### config.mk
export PLATFORM = sky130hd
export DESIGN_NAME = uart_rx_param
export DESIGN_NICKNAME = d
export VERILOG_FILES = /design/src/rtl/uart_pkg.sv /design/src/rtl/uart_rx_sampler.sv /design/src/rtl/uart_rx_param.sv
export SDC_FILE = /design/constraint.sdc
export NUM_CORES = 1
export LEC_CHECK = 0
export BUFFER_PORTS_ARGS = -buffer_cell sky130_fd_sc_hd__buf_2
export CORE_UTILIZATION = 60
export DETAILED_ROUTE_END_ITERATION = 8
export GPL_TIMING_DRIVEN = 0
export HOLD_SLACK_MARGIN = 0.1
export PLACE_DENSITY = 0.81
export RECOVER_POWER = 25
export SLEW_MARGIN = 5
export SYNTH_ARGS = -nofsm -noshare
export SYNTH_HDL_FRONTEND = slang
export SYNTH_SLANG_ARGS = --single-unit
export TNS_END_PERCENT = 10
### constraint.sdc
create_clock -name clk -period 3.1 [get_ports clk]
set_clock_uncertainty 0.1 [all_clocks]
set_input_delay 0.465 -clock clk [delete_from_list [all_inputs] [get_ports clk]]
set_output_delay 0.465 -clock clk [all_outputs]
set_load 0.1 [all_outputs]
### src/rtl/uart_pkg.sv
// Shared UART definitions: receiver state encoding, legal parameter ranges
// and the parity helper used by both the receiver and the transmitter.
package uart_pkg;

  typedef enum logic [2:0] {
    IDLE,
    START,
    DATA,
    PARITY,
    STOP
  } uart_rx_state_t;

  localparam int DATA_BITS_MIN  = 5;
  localparam int DATA_BITS_MAX  = 9;
  localparam int OVERSAMPLE_MIN = 8;
  localparam int OVERSAMPLE_MAX = 32;

  // Expected parity bit for a zero-extended payload; odd=1 inverts it.
  function automatic logic parity_of(input logic [15:0] data, input logic odd);
    return (^data) ^ odd;
  endfunction

endpackage

### src/rtl/uart_rx_sampler.sv
// Line conditioning for the receiver: 2-flop synchroniser, falling-edge
// detect and a 3-tap majority vote over the last three baud ticks.
module uart_rx_sampler (
  input  logic clk,
  input  logic rst,
  input  logic baud_tick,
  input  logic rx_in,
  output logic line_s,
  output logic fall_edge,
  output logic vote
);

  logic [1:0] sync;
  logic       line_q;
  logic [1:0] hist;

  always_ff @(posedge clk) begin
    if (rst) begin
      // NOTE: everything resets to the idle level so reset release never looks like a start edge.
      sync   <= 2'b11;
      line_q <= 1'b1;
      hist   <= 2'b11;
    end else begin
      // NOTE: non-blocking so every flop samples the pre-edge value of its neighbour.
      sync   <= {sync[0], rx_in};
      line_q <= sync[1];
      if (baud_tick) hist <= {hist[0], sync[1]};
    end
  end

  assign line_s    = sync[1];
  assign fall_edge = line_q & ~line_s;
  // Taps are the two previous ticks plus the current one.
  assign vote      = (hist[1] & hist[0]) | (hist[1] & line_s) | (hist[0] & line_s);

endmodule

### src/rtl/uart_rx_param.sv
// Parametrised UART receive engine: oversampled, majority-voted, with
// false-start rejection, parity/framing/overrun flags and valid/ready output.
module uart_rx_param
  import uart_pkg::*;
#(
  parameter int DATA_BITS  = 8,
  parameter int OVERSAMPLE = 16,
  parameter int PARITY_EN  = 0,
  parameter int PARITY_ODD = 0,
  parameter int STOP_BITS  = 1
) (
  input  logic                 clk,
  input  logic                 rst,
  input  logic                 baud_tick,
  input  logic                 en,
  input  logic                 rx_in,
  output logic [DATA_BITS-1:0] rx_data,
  output logic                 rx_valid,
  input  logic                 rx_ready,
  output logic                 parity_err,
  output logic                 frame_err,
  output logic                 overrun_err,
  output logic                 busy
);

  localparam int TW = $clog2(OVERSAMPLE);
  localparam int BW = $clog2(DATA_BITS + 1);
  // Start bit is judged mid-bit; every later sample is one full bit further.
  localparam logic [TW-1:0] START_TGT = TW'(OVERSAMPLE / 2);
  localparam logic [TW-1:0] BIT_TGT   = TW'(OVERSAMPLE - 1);
  localparam logic [BW-1:0] DATA_LAST = BW'(DATA_BITS - 1);
  localparam logic [BW-1:0] STOP_LAST = BW'(STOP_BITS - 1);

  uart_rx_state_t state, state_next;

  logic                 line_s, fall_edge, vote;
  logic [TW-1:0]        tick_cnt;
  logic [BW-1:0]        bit_cnt;
  logic [DATA_BITS-1:0] shreg;
  logic                 par_bad, frame_bad;
  logic                 last_tick, take, complete;

  uart_rx_sampler u_sampler (
    .clk       (clk),
    .rst       (rst),
    .baud_tick (baud_tick),
    .rx_in     (rx_in),
    .line_s    (line_s),
    .fall_edge (fall_edge),
    .vote      (vote)
  );

  always_ff @(posedge clk) begin
    if (rst) begin
      state <= IDLE;
      busy  <= 1'b0;
    end else begin
      state <= state_next;
      busy  <= (state_next != IDLE);
    end
  end

  always_comb begin
    // NOTE: every output of this block gets a default first, so no latch is inferred.
    state_next = state;
    take       = 1'b0;
    complete   = 1'b0;
    last_tick  = baud_tick && (tick_cnt == ((state == START) ? START_TGT : BIT_TGT));
    case (state)
      IDLE: if (en && fall_edge && !line_s) state_next = START;
      START: begin
        if (last_tick) begin
          take       = 1'b1;
          state_next = vote ? IDLE : DATA;
        end
      end
      DATA: begin
        if (last_tick) begin
          take = 1'b1;
          if (bit_cnt == DATA_LAST) state_next = (PARITY_EN != 0) ? PARITY : STOP;
        end
      end
      PARITY: begin
        if (last_tick) begin
          take       = 1'b1;
          state_next = STOP;
        end
      end
      STOP: begin
        if (last_tick) begin
          take = 1'b1;
          if (bit_cnt == STOP_LAST) begin
            state_next = IDLE;
            complete   = 1'b1;
          end
        end
      end
      default: state_next = IDLE;
    endcase
  end

  always_ff @(posedge clk) begin
    if (rst) begin
      tick_cnt    <= '0;
      bit_cnt     <= '0;
      shreg       <= '0;
      par_bad     <= 1'b0;
      frame_bad   <= 1'b0;
      rx_data     <= '0;
      rx_valid    <= 1'b0;
      parity_err  <= 1'b0;
      frame_err   <= 1'b0;
      overrun_err <= 1'b0;
    end else begin
      if (state_next != state) begin
        tick_cnt <= '0;
        bit_cnt  <= '0;
      end else if (baud_tick && state != IDLE) begin
        if (take) begin
          tick_cnt <= '0;
          bit_cnt  <= bit_cnt + BW'(1);
        end else begin
          tick_cnt <= tick_cnt + TW'(1);
        end
      end

      if (state == IDLE && state_next == START) begin
        par_bad   <= 1'b0;
        frame_bad <= 1'b0;
      end

      if (take) begin
        case (state)
          DATA:    shreg <= {vote, shreg[DATA_BITS-1:1]};
          PARITY:  par_bad <= vote ^ parity_of(16'(shreg), PARITY_ODD != 0);
          STOP:    if (!vote) frame_bad <= 1'b1;
          default: ;
        endcase
      end

      // A completing frame may load in the same cycle the held word is taken.
      overrun_err <= 1'b0;
      if (rx_valid && rx_ready) rx_valid <= 1'b0;
      if (complete) begin
        if (!rx_valid || rx_ready) begin
          rx_data    <= shreg;
          parity_err <= par_bad;
          frame_err  <= frame_bad | ~vote;
          rx_valid   <= 1'b1;
        end else begin
          overrun_err <= 1'b1;
        end
      end
    end
  end

endmodule
==> results of run 1 <==
[worst max-delay path: stages, from the launching register on]
cell and delay, ns:
sky130_fd_sc_hd__dfxtp_1 0.50, sky130_fd_sc_hd__or3b_4 0.45, sky130_fd_sc_hd__or4_4 0.55, sky130_fd_sc_hd__and4b_4 0.23, sky130_fd_sc_hd__o21ai_4 0.10, sky130_fd_sc_hd__nor3_1 0.10
[flip-flops by register name, summed over array words and instances, names as in the netlist, 2 cells and up]
name and flops:
bit_cnt 4, rx_data 8, shreg 8, state 3, tick_cnt 4, u_sampler.hist 2, u_sampler.sync 2
[cell usage after synthesis (all sizes together), types with 3 or more instances]
cell / n
or3: 4
mux2i: 20
xnor2: 10
nand2: 7
inv: 3
nor3: 8
or2: 4
nor2: 28
ha: 3
o21ai: 3
nor2b: 3
dfxtp: 39
nand3: 6
clkbuf: 3
a21oi: 6
[metrics by stage]
step / std cells / utilization (%) / worst slack [ns] / power (uW)
floorplan: 173 / - / 0.964 / 547
global placement: 222 / 68.3 / 0.903 / 558
detailed placement: 222 / 68.3 / 0.866 / 560
CTS: 230 / 70.1 / 0.943 / 800
global route: 230 / 69.3 / 0.787 / 821
finish: 230 / 69.3 / 0.939 / 789
[power breakdown]
part           switching [uW]  leakage, uW  internal [uW]  total [uW]
Sequential               3.46     0.000315            505         509
Clock                     153    0.0000293           88.4         242
Combinational            23.9     0.000419           14.2        38.1
[layer usage]
metal / vias up / routed length [um]
met5: - / 0
met4: 0 / 72
met3: 7 / 181
met2: 48 / 1560
met1: 622 / 1390
li1: 651 / -
[layout make-up]
cell class                      count  area, um^2  share of cell area (%)
Clock buffer                        7        45.0                    2.36
Clock inverter                      1        5.00                   0.262
Tap cell                           31        38.8                    2.03
Inverter                            3        11.3                   0.589
Buffer                              4        16.3                   0.851
Sequential cell                    39         781                    40.8
Timing Repair Buffer               18        78.8                    4.12
Multi-Input combinational cell    127         936                    49.0
[logic make-up after synthesis]
logic type | synth area share, %
AND/OR/NAND/NOR | 24.8
flip-flops | 44.5
adder cells (fa/ha/maj) | 2.71
AO/OA/AOI/OAI | 6.35
buffers and inverters | 2.14
multiplexers | 12.3
XOR/XNOR | 7.28
[worst paths after layout]
check | end | from | cells past startpoint | slack [ns]
max | tick_cnt[0] | state[0] | 5 | 0.94
min | u_sampler.sync[0] | rx_in | 2 | 0.21
max reg2reg | tick_cnt[0] | state[0] | 5 | 0.94
min reg2reg | u_sampler.sync[1] | u_sampler.sync[0] | 1 | 0.33
==> out/summary.md, run 1 <==
19 I/O pins were placed. Depth of the CTS H-tree: 2. IR analysis of the VDD net gives a maximum drop of 0.000334 V. CTS saw 39 sinks.

Relative to the synthesized area, the layout overhead comes to 8.99%. After synthesis, the share of flip-flops with an asynchronous set or reset is 0%. The share of synthesized area occupied by flip-flops and latches was 44.5%. Gates resized during post-CTS repair numbered 0.

Routability congestion estimate from global placement: 0.846. The horizontal die dimension is 56.1 um, and the area share of the largest cell type after synthesis is 44.5%. Highest-utilization routing layer at the global route stage: met2. The tools report the clock latency on the worst-skew pair as 0.34 ns.

Yosys printed 0 warnings. The class of the most critical setup path was reg -> reg. Biggest area consumer among synthesized cells: sky130_fd_sc_hd__dfxtp_1. The primary flip-flop cell chosen by synthesis mapping was sky130_fd_sc_hd__dfxtp_1.

After layout, the minimum clock period comes to 2.16 ns. For the pin with the worst max-slew slack, the measured transition is 1.16 ns. Static timing analysis puts the maximum clock frequency at 463 MHz. The largest fanout on the critical path is 8. The run gives 0.00175 mm^2 as the summed instance area of the synthesized netlist. The area after detailed placement was 0.00188 mm^2. The tools report the final-layout setup total negative slack as 0 ns. The detailed router placed 1328 vias in this run. The first global-routing pass estimated 5450 um of wire.

The count of nets left with antenna violations after detail routing is 0. The total grt overflow came out at 0. The total CTS buffers is 5. The data required time of the worst path was 3.22 ns. The worst setup path is launched from a register. Summing all non-filler instances in the final layout gives an area of 0.00191 mm^2. In the synthesized netlist, the number of instances is 173. Wires add up to 3210 um.

The antenna diode count was 0. After synthesis, the mean cell area works out to 10.1 um^2. Entering global routing, the biggest net connects 12 pins. The hold violation count in the final report was 0; the proportion of layout cells with a drive suffix above 1 was 17.6%. The die covers 0.00314 mm^2. The number of enable-type register cells in the synthesized netlist works out to 0.

The tools report the core area as 0.00276 mm^2. The number of global-route vias before repair was 1243; the per-cell via count in the routed design was 5.77. The tools report the number of buffers inserted by hold repair at cts as 0. Global routing used 22.5% of the available tracks across all layers. First-pass detailed-route iteration total: 5. Sorting the synthesized cells by area gives the leading types as sky130_fd_sc_hd__dfxtp_1 45%, sky130_fd_sc_hd__mux2i_1 11%, sky130_fd_sc_hd__nor2_1 6.0%.

The detailed placer's ending HPWL came out at 2340 um. The min-delay analysis places its worst path in the category in -> reg. Measured along the y axis, the die boundary spans 56.1 um. The final count of negative-setup-slack endpoints is 0, and the initial antenna violation count is 0. The global routing met2 resource utilization was 36.4%.

After layout, the worst path uses 69.7% of the clock period. The run finished with clean final reports. Global routing used 6.74% of the available met3 tracks.

Max-cap violations in this run came to 0. The power per cell area was 413 mW/mm^2; the flip-flop and latch count after synthesis was 39. Fill cells in the final layout number 223. Setup repair after global routing left no endpoint under its margin. The number of buffers on the longest clock path is 2. Once the clock tree was built, the setup fixing pass inserted 0 buffers. In the final routed layout, each cell accounts on average for 13.9 um.

The initial utilization of the core area, before any placement, comes to 63.6%. The number of nets in the finished design is 207, and the number of slew-limit violations in the final report is 0. The library cells used most frequently in the layout, excluding fill and tap cells, are 39 x sky130_fd_sc_hd__dfxtp_1, 28 x sky130_fd_sc_hd__nor2_1, 20 x sky130_fd_sc_hd__mux2i_1.

The floorplan has 19 rows. Worst-case headroom to the max-slew limit: 23.0%. The category of the worst setup path capture point was a register. The starting DRC count in detailed routing was 41; the number of input and output port buffers inserted was 18. Clock-pin slew was measured on the worst setup and hold paths at 0.10 ns.

The residual DRC count is 0. Leaving out fill and tap cells, the most frequent cell in the layout is sky130_fd_sc_hd__dfxtp_1. Summed over all cells, the static leakage comes to 0.000763 uW.

Data arrives at the worst endpoint at 2.29 ns. TritonCTS built the clock tree. The global routing met1 resource utilization came out at 26.9%. The worst-case hold slack was 0.207 ns. The synthesized netlist contains 47 unique library cells. Cell at the root of the clock tree: sky130_fd_sc_hd__clkbuf_4. The run gives 182 as the total nets after synthesis.
Power figures use the tool's default switching activity.
==> run 2, diff against run 1 <==
--- a/config.mk
+++ b/config.mk
@@ -6,11 +6,11 @@
 export NUM_CORES = 1
 export LEC_CHECK = 0
 export BUFFER_PORTS_ARGS = -buffer_cell sky130_fd_sc_hd__buf_2
-export CORE_UTILIZATION = 60
+export CORE_UTILIZATION = 57
 export DETAILED_ROUTE_END_ITERATION = 8
 export GPL_TIMING_DRIVEN = 0
 export HOLD_SLACK_MARGIN = 0.1
-export PLACE_DENSITY = 0.81
+export PLACE_DENSITY = 0.78
 export RECOVER_POWER = 25
 export SLEW_MARGIN = 5
 export SYNTH_ARGS = -nofsm -noshare
==> constraint.sdc (replaced) <==
create_clock -name clk -period 2.1 [get_ports clk]
set_clock_uncertainty 0.1 [all_clocks]
set_input_delay 0.315 -clock clk [delete_from_list [all_inputs] [get_ports clk]]
set_output_delay 0.315 -clock clk [all_outputs]
set_load 0.1 [all_outputs]
==> run 2 against run 1 <==
  * The run now ends with design-rule violations left
  * Worst setup slack lost 0.88 ns
  * Sequential share of layout area is 1.3 points lower
  * Critical path depth stayed put
  * Non-clock buffer count rose by 1
  * Critical path type unchanged
  * Design area rose by 4.5%
  * Largest cell class unchanged
  * Largest power group unchanged
  * Count of clock-buffer cells in the layout is 1 lower
==> out/summary.md, run 2 (synthesis gave the netlist of run 1 again) <==
The run gives 227 (+1.8%) as the fill cell total of the finished layout. The class of the most critical setup path is reg -> reg. For the worst slack at placement, the log shows -0.0134 ns (-0.879 ns). For the count of nets left with antenna violations after detail routing, the log shows 0 (unchanged). For the overall power, the log shows 1330 uW (+69%). The number of buffers on the longest clock path was 2 (unchanged).

The timing-limited maximum frequency is 489 MHz (+5.7%). The number of slew-limit violations in the final report came out at 0 (unchanged). The tools report the clock latency on the worst-skew pair as 0.35 ns (about the same).

The average detailed-routed wire length per instance works out to 14.0 um (+0.28%). The run gives 62.0% (-1.6 points) as the initial core utilization. The total grt overflow was 0 (unchanged); the data required time of the worst path was 2.24 ns (-0.98 ns).

The worst setup slack after layout was 0.0555 ns (-0.883 ns). Area used by multi-input combinational logic: 940 um^2 (+0.40%). The time the worst path needs with I/O delays and setup works out to 2.04 ns (-0.117 ns). Capturing point of the worst reg2reg path: tick_cnt[0]. The first-pass GRT wire length was 5740 um (+5.3%). The arrival time reported for the critical path endpoint was 2.18 ns (-0.11 ns); the share of total power in the clock network was 39.3% (+8.6 points).

The internal power component came out at 1050 uW (+73%). The depth of the CTS H-tree was 2 (unchanged); the initial antenna violation count was 0 (unchanged). The tools report the static leakage as 0.000825 uW (+8.1%).

The logs give 0.06 ns (-0.88 ns) for the flop-to-flop setup slack and 2330 um (-0.14%) for the detailed placer's ending HPWL. The height of the chip was 57.5 um (+2.5%). The net switching power is 282 uW (+56%), and the fraction of power consumed by sequential logic is 56.2% (-8.3 points).

The tools report the area taken by flip-flops and latches as 790 um^2 (+1.1%). The tree is rooted in a sky130_fd_sc_hd__clkbuf_4. The largest registers in the layout are rx_data x8, shreg x8. The critical path launch point is tick_cnt[0]. The antenna diode count is 0 (unchanged). The logs give 1310 (+5.4%) for the number of global-route vias before repair and 0 (unchanged) for the final count of negative-setup-slack endpoints.

For the I/O pin count, the log shows 19 (unchanged). The logs give 6 (+1) for the first-pass detailed-route iteration total and 0 (unchanged) for the hold violation count in the final report. The largest fanout on the critical path is 8 (unchanged), and the core area is 0.00283 mm^2 (+2.6%).

The type of element launching the critical path is a register. The pin slew with the least headroom to its limit was 0.689 ns (-0.471 ns); the residual DRC count was 1 (+1). The count of maximum capacitance violations is 0 (unchanged).

The horizontal die dimension came out at 57.5 um (+2.5%). The area after detailed placement is 0.00188 mm^2 (about the same). The most common cell after layout, fill and taps aside is sky130_fd_sc_hd__dfxtp_1.

The tools report the routability congestion estimate from global placement as 0.874 (+3.3%). Switching fraction of total power: 21.2% (-1.7 points). The run gives 39 (unchanged) as the TritonCTS sink count. The power per cell area is 667 mW/mm^2 (+62%). The per-cell via count in the routed design was 5.74 (-0.66%). The tools report the startpoint of the worst hold path as rst.

For the floorplan row count, the log shows 19 (unchanged). The fraction of power consumed by combinational cells is 4.5% (-0.3 points), and the pin count of the biggest net entering global routing is 13 (+1). The clock transition at the registers of the reported paths is 0.11 ns (about the same). In this run the critical register-to-register path is launched from tick_cnt[0]. Total global routing track utilization: 22.8% (+0.30 points). The number of buffers inserted by post-CTS setup repair was 0 (unchanged); the overall die area was 0.00330 mm^2 (+5.1%). TritonCTS built the clock tree.

Category of the worst setup path capture point: a register. The checks that failed: design-rule violations. Setup repair after global routing left no endpoint under its margin.

The starting DRC count in detailed routing is 40 (-2.4%). Worst hold path endpoint: u_sampler.hist[1]. The number of input and output port buffers inserted is 18 (unchanged), and the worst-case headroom to the max-slew limit is 53.7% (+31 points).

The worst-case hold slack was 0.132 ns (-0.0747 ns). The total CTS buffers was 5 (unchanged). The worst IR drop on VDD is 0.000556 V (+67%), and the final-layout setup total negative slack is 0 ns (unchanged). Proportion of layout cells with a drive suffix above 1: 26.5% (+8.9 points). Worst hold path class: in -> reg. The area growth from synthesis to layout is 13.9%.

The run gives 3230 um (+0.72%) as the total routed wirelength. The final worst-path cycle share is 97.4% (+28 points), and the depth of the worst register-to-register path is 5 (unchanged). The run finished, with violations left. Cell count of the worst hold path: 2 (unchanged). The logs give 208 (+0.48%) for the number of nets in the finished design and 1325 (-0.23%) for the via count. The top cell types in the final layout, fill and taps aside, are 34 x sky130_fd_sc_hd__dfxtp_1, 28 x sky130_fd_sc_hd__nor2_1, 19 x sky130_fd_sc_hd__mux2i_1.

The total non-filler cell area in the finished layout came out at 0.00200 mm^2 (+4.5%).
-- run 2: cell count changes in the layout (fill, tap and decap cells not counted), sizes merged --
cell         before  now
buf              10   12
clkbuf           19   16
bufinv            0    1
dlygate4sd3       0    1
-- run 2: through the flow --
| step | cells | utilization, % |
|---|---|---|
| finish | 231 | 70.6 |
| global route | 231 | 70.6 |
| CTS | 231 | 70.1 |
| detailed placement | 222 | 66.6 |
| global placement | 222 | 66.6 |
| floorplan | 173 | - |
-- run 2: how the worst max path moves through the flow --
stage | cells past startpoint | end | slack, ns
after floorplan | 5 | tick_cnt[0] | 0.13
final | 5 | tick_cnt[0] | 0.06
after global routing | 8 | frame_err | 0.003
after detailed placement | 6 | frame_err | -0.01
after CTS | 8 | frame_err | 0.03
after global placement | 5 | tick_cnt[2] | 0.01
-- run 2: power by group through the flow --
stage	logic [uW]	clock network [uW]	registers, uW
global route	65.6	569	751
finish	59.8	524	750
global placement	56.5	0	767
CTS	60.0	533	751
floorplan	36.5	0	771
detailed placement	58.4	0	767
-- run 2: worst max-delay path: stages (launching register included) --
cell,delay [ns]
sky130_fd_sc_hd__dfxtp_2,0.35
sky130_fd_sc_hd__or3_2,0.52
sky130_fd_sc_hd__or4_4,0.52
sky130_fd_sc_hd__and4b_4,0.23
sky130_fd_sc_hd__o21ai_4,0.11
sky130_fd_sc_hd__nor3_1,0.09
-- run 2: what timing repair did --
item                                    4_1_cts  5_1_grt
hold buffers                                  1        0
hold endpoints to repair                      1        0
endpoints found under the setup margin       13       16
resized for setup                             1        8
gates cloned                                  0        0
pin swaps                                     0        1
-- run 2: area by class of cell --
| cell class | instances | area share [%] |
|---|---|---|
| tap | 31 | 1.94 |
| sequential | 39 | 39.5 |
| multi-input combinational | 127 | 47.0 |
| buffer | 4 | 1.63 |
| clock inverter | 2 | 1.75 |
| timing repair buffer | 19 | 5.01 |
| clock buffer | 6 | 2.57 |
| inverter | 3 | 0.564 |
-- run 2: metal layers --
metal | global-route usage [%] | vias up | wire length, um
li1 | - | 661 | -
met3 | 8.62 | 7 | 116
met5 | 0 | - | 0
met4 | 8.36 | 0 | 68
met1 | 28.0 | 633 | 1420
met2 | 36.4 | 24 | 1620
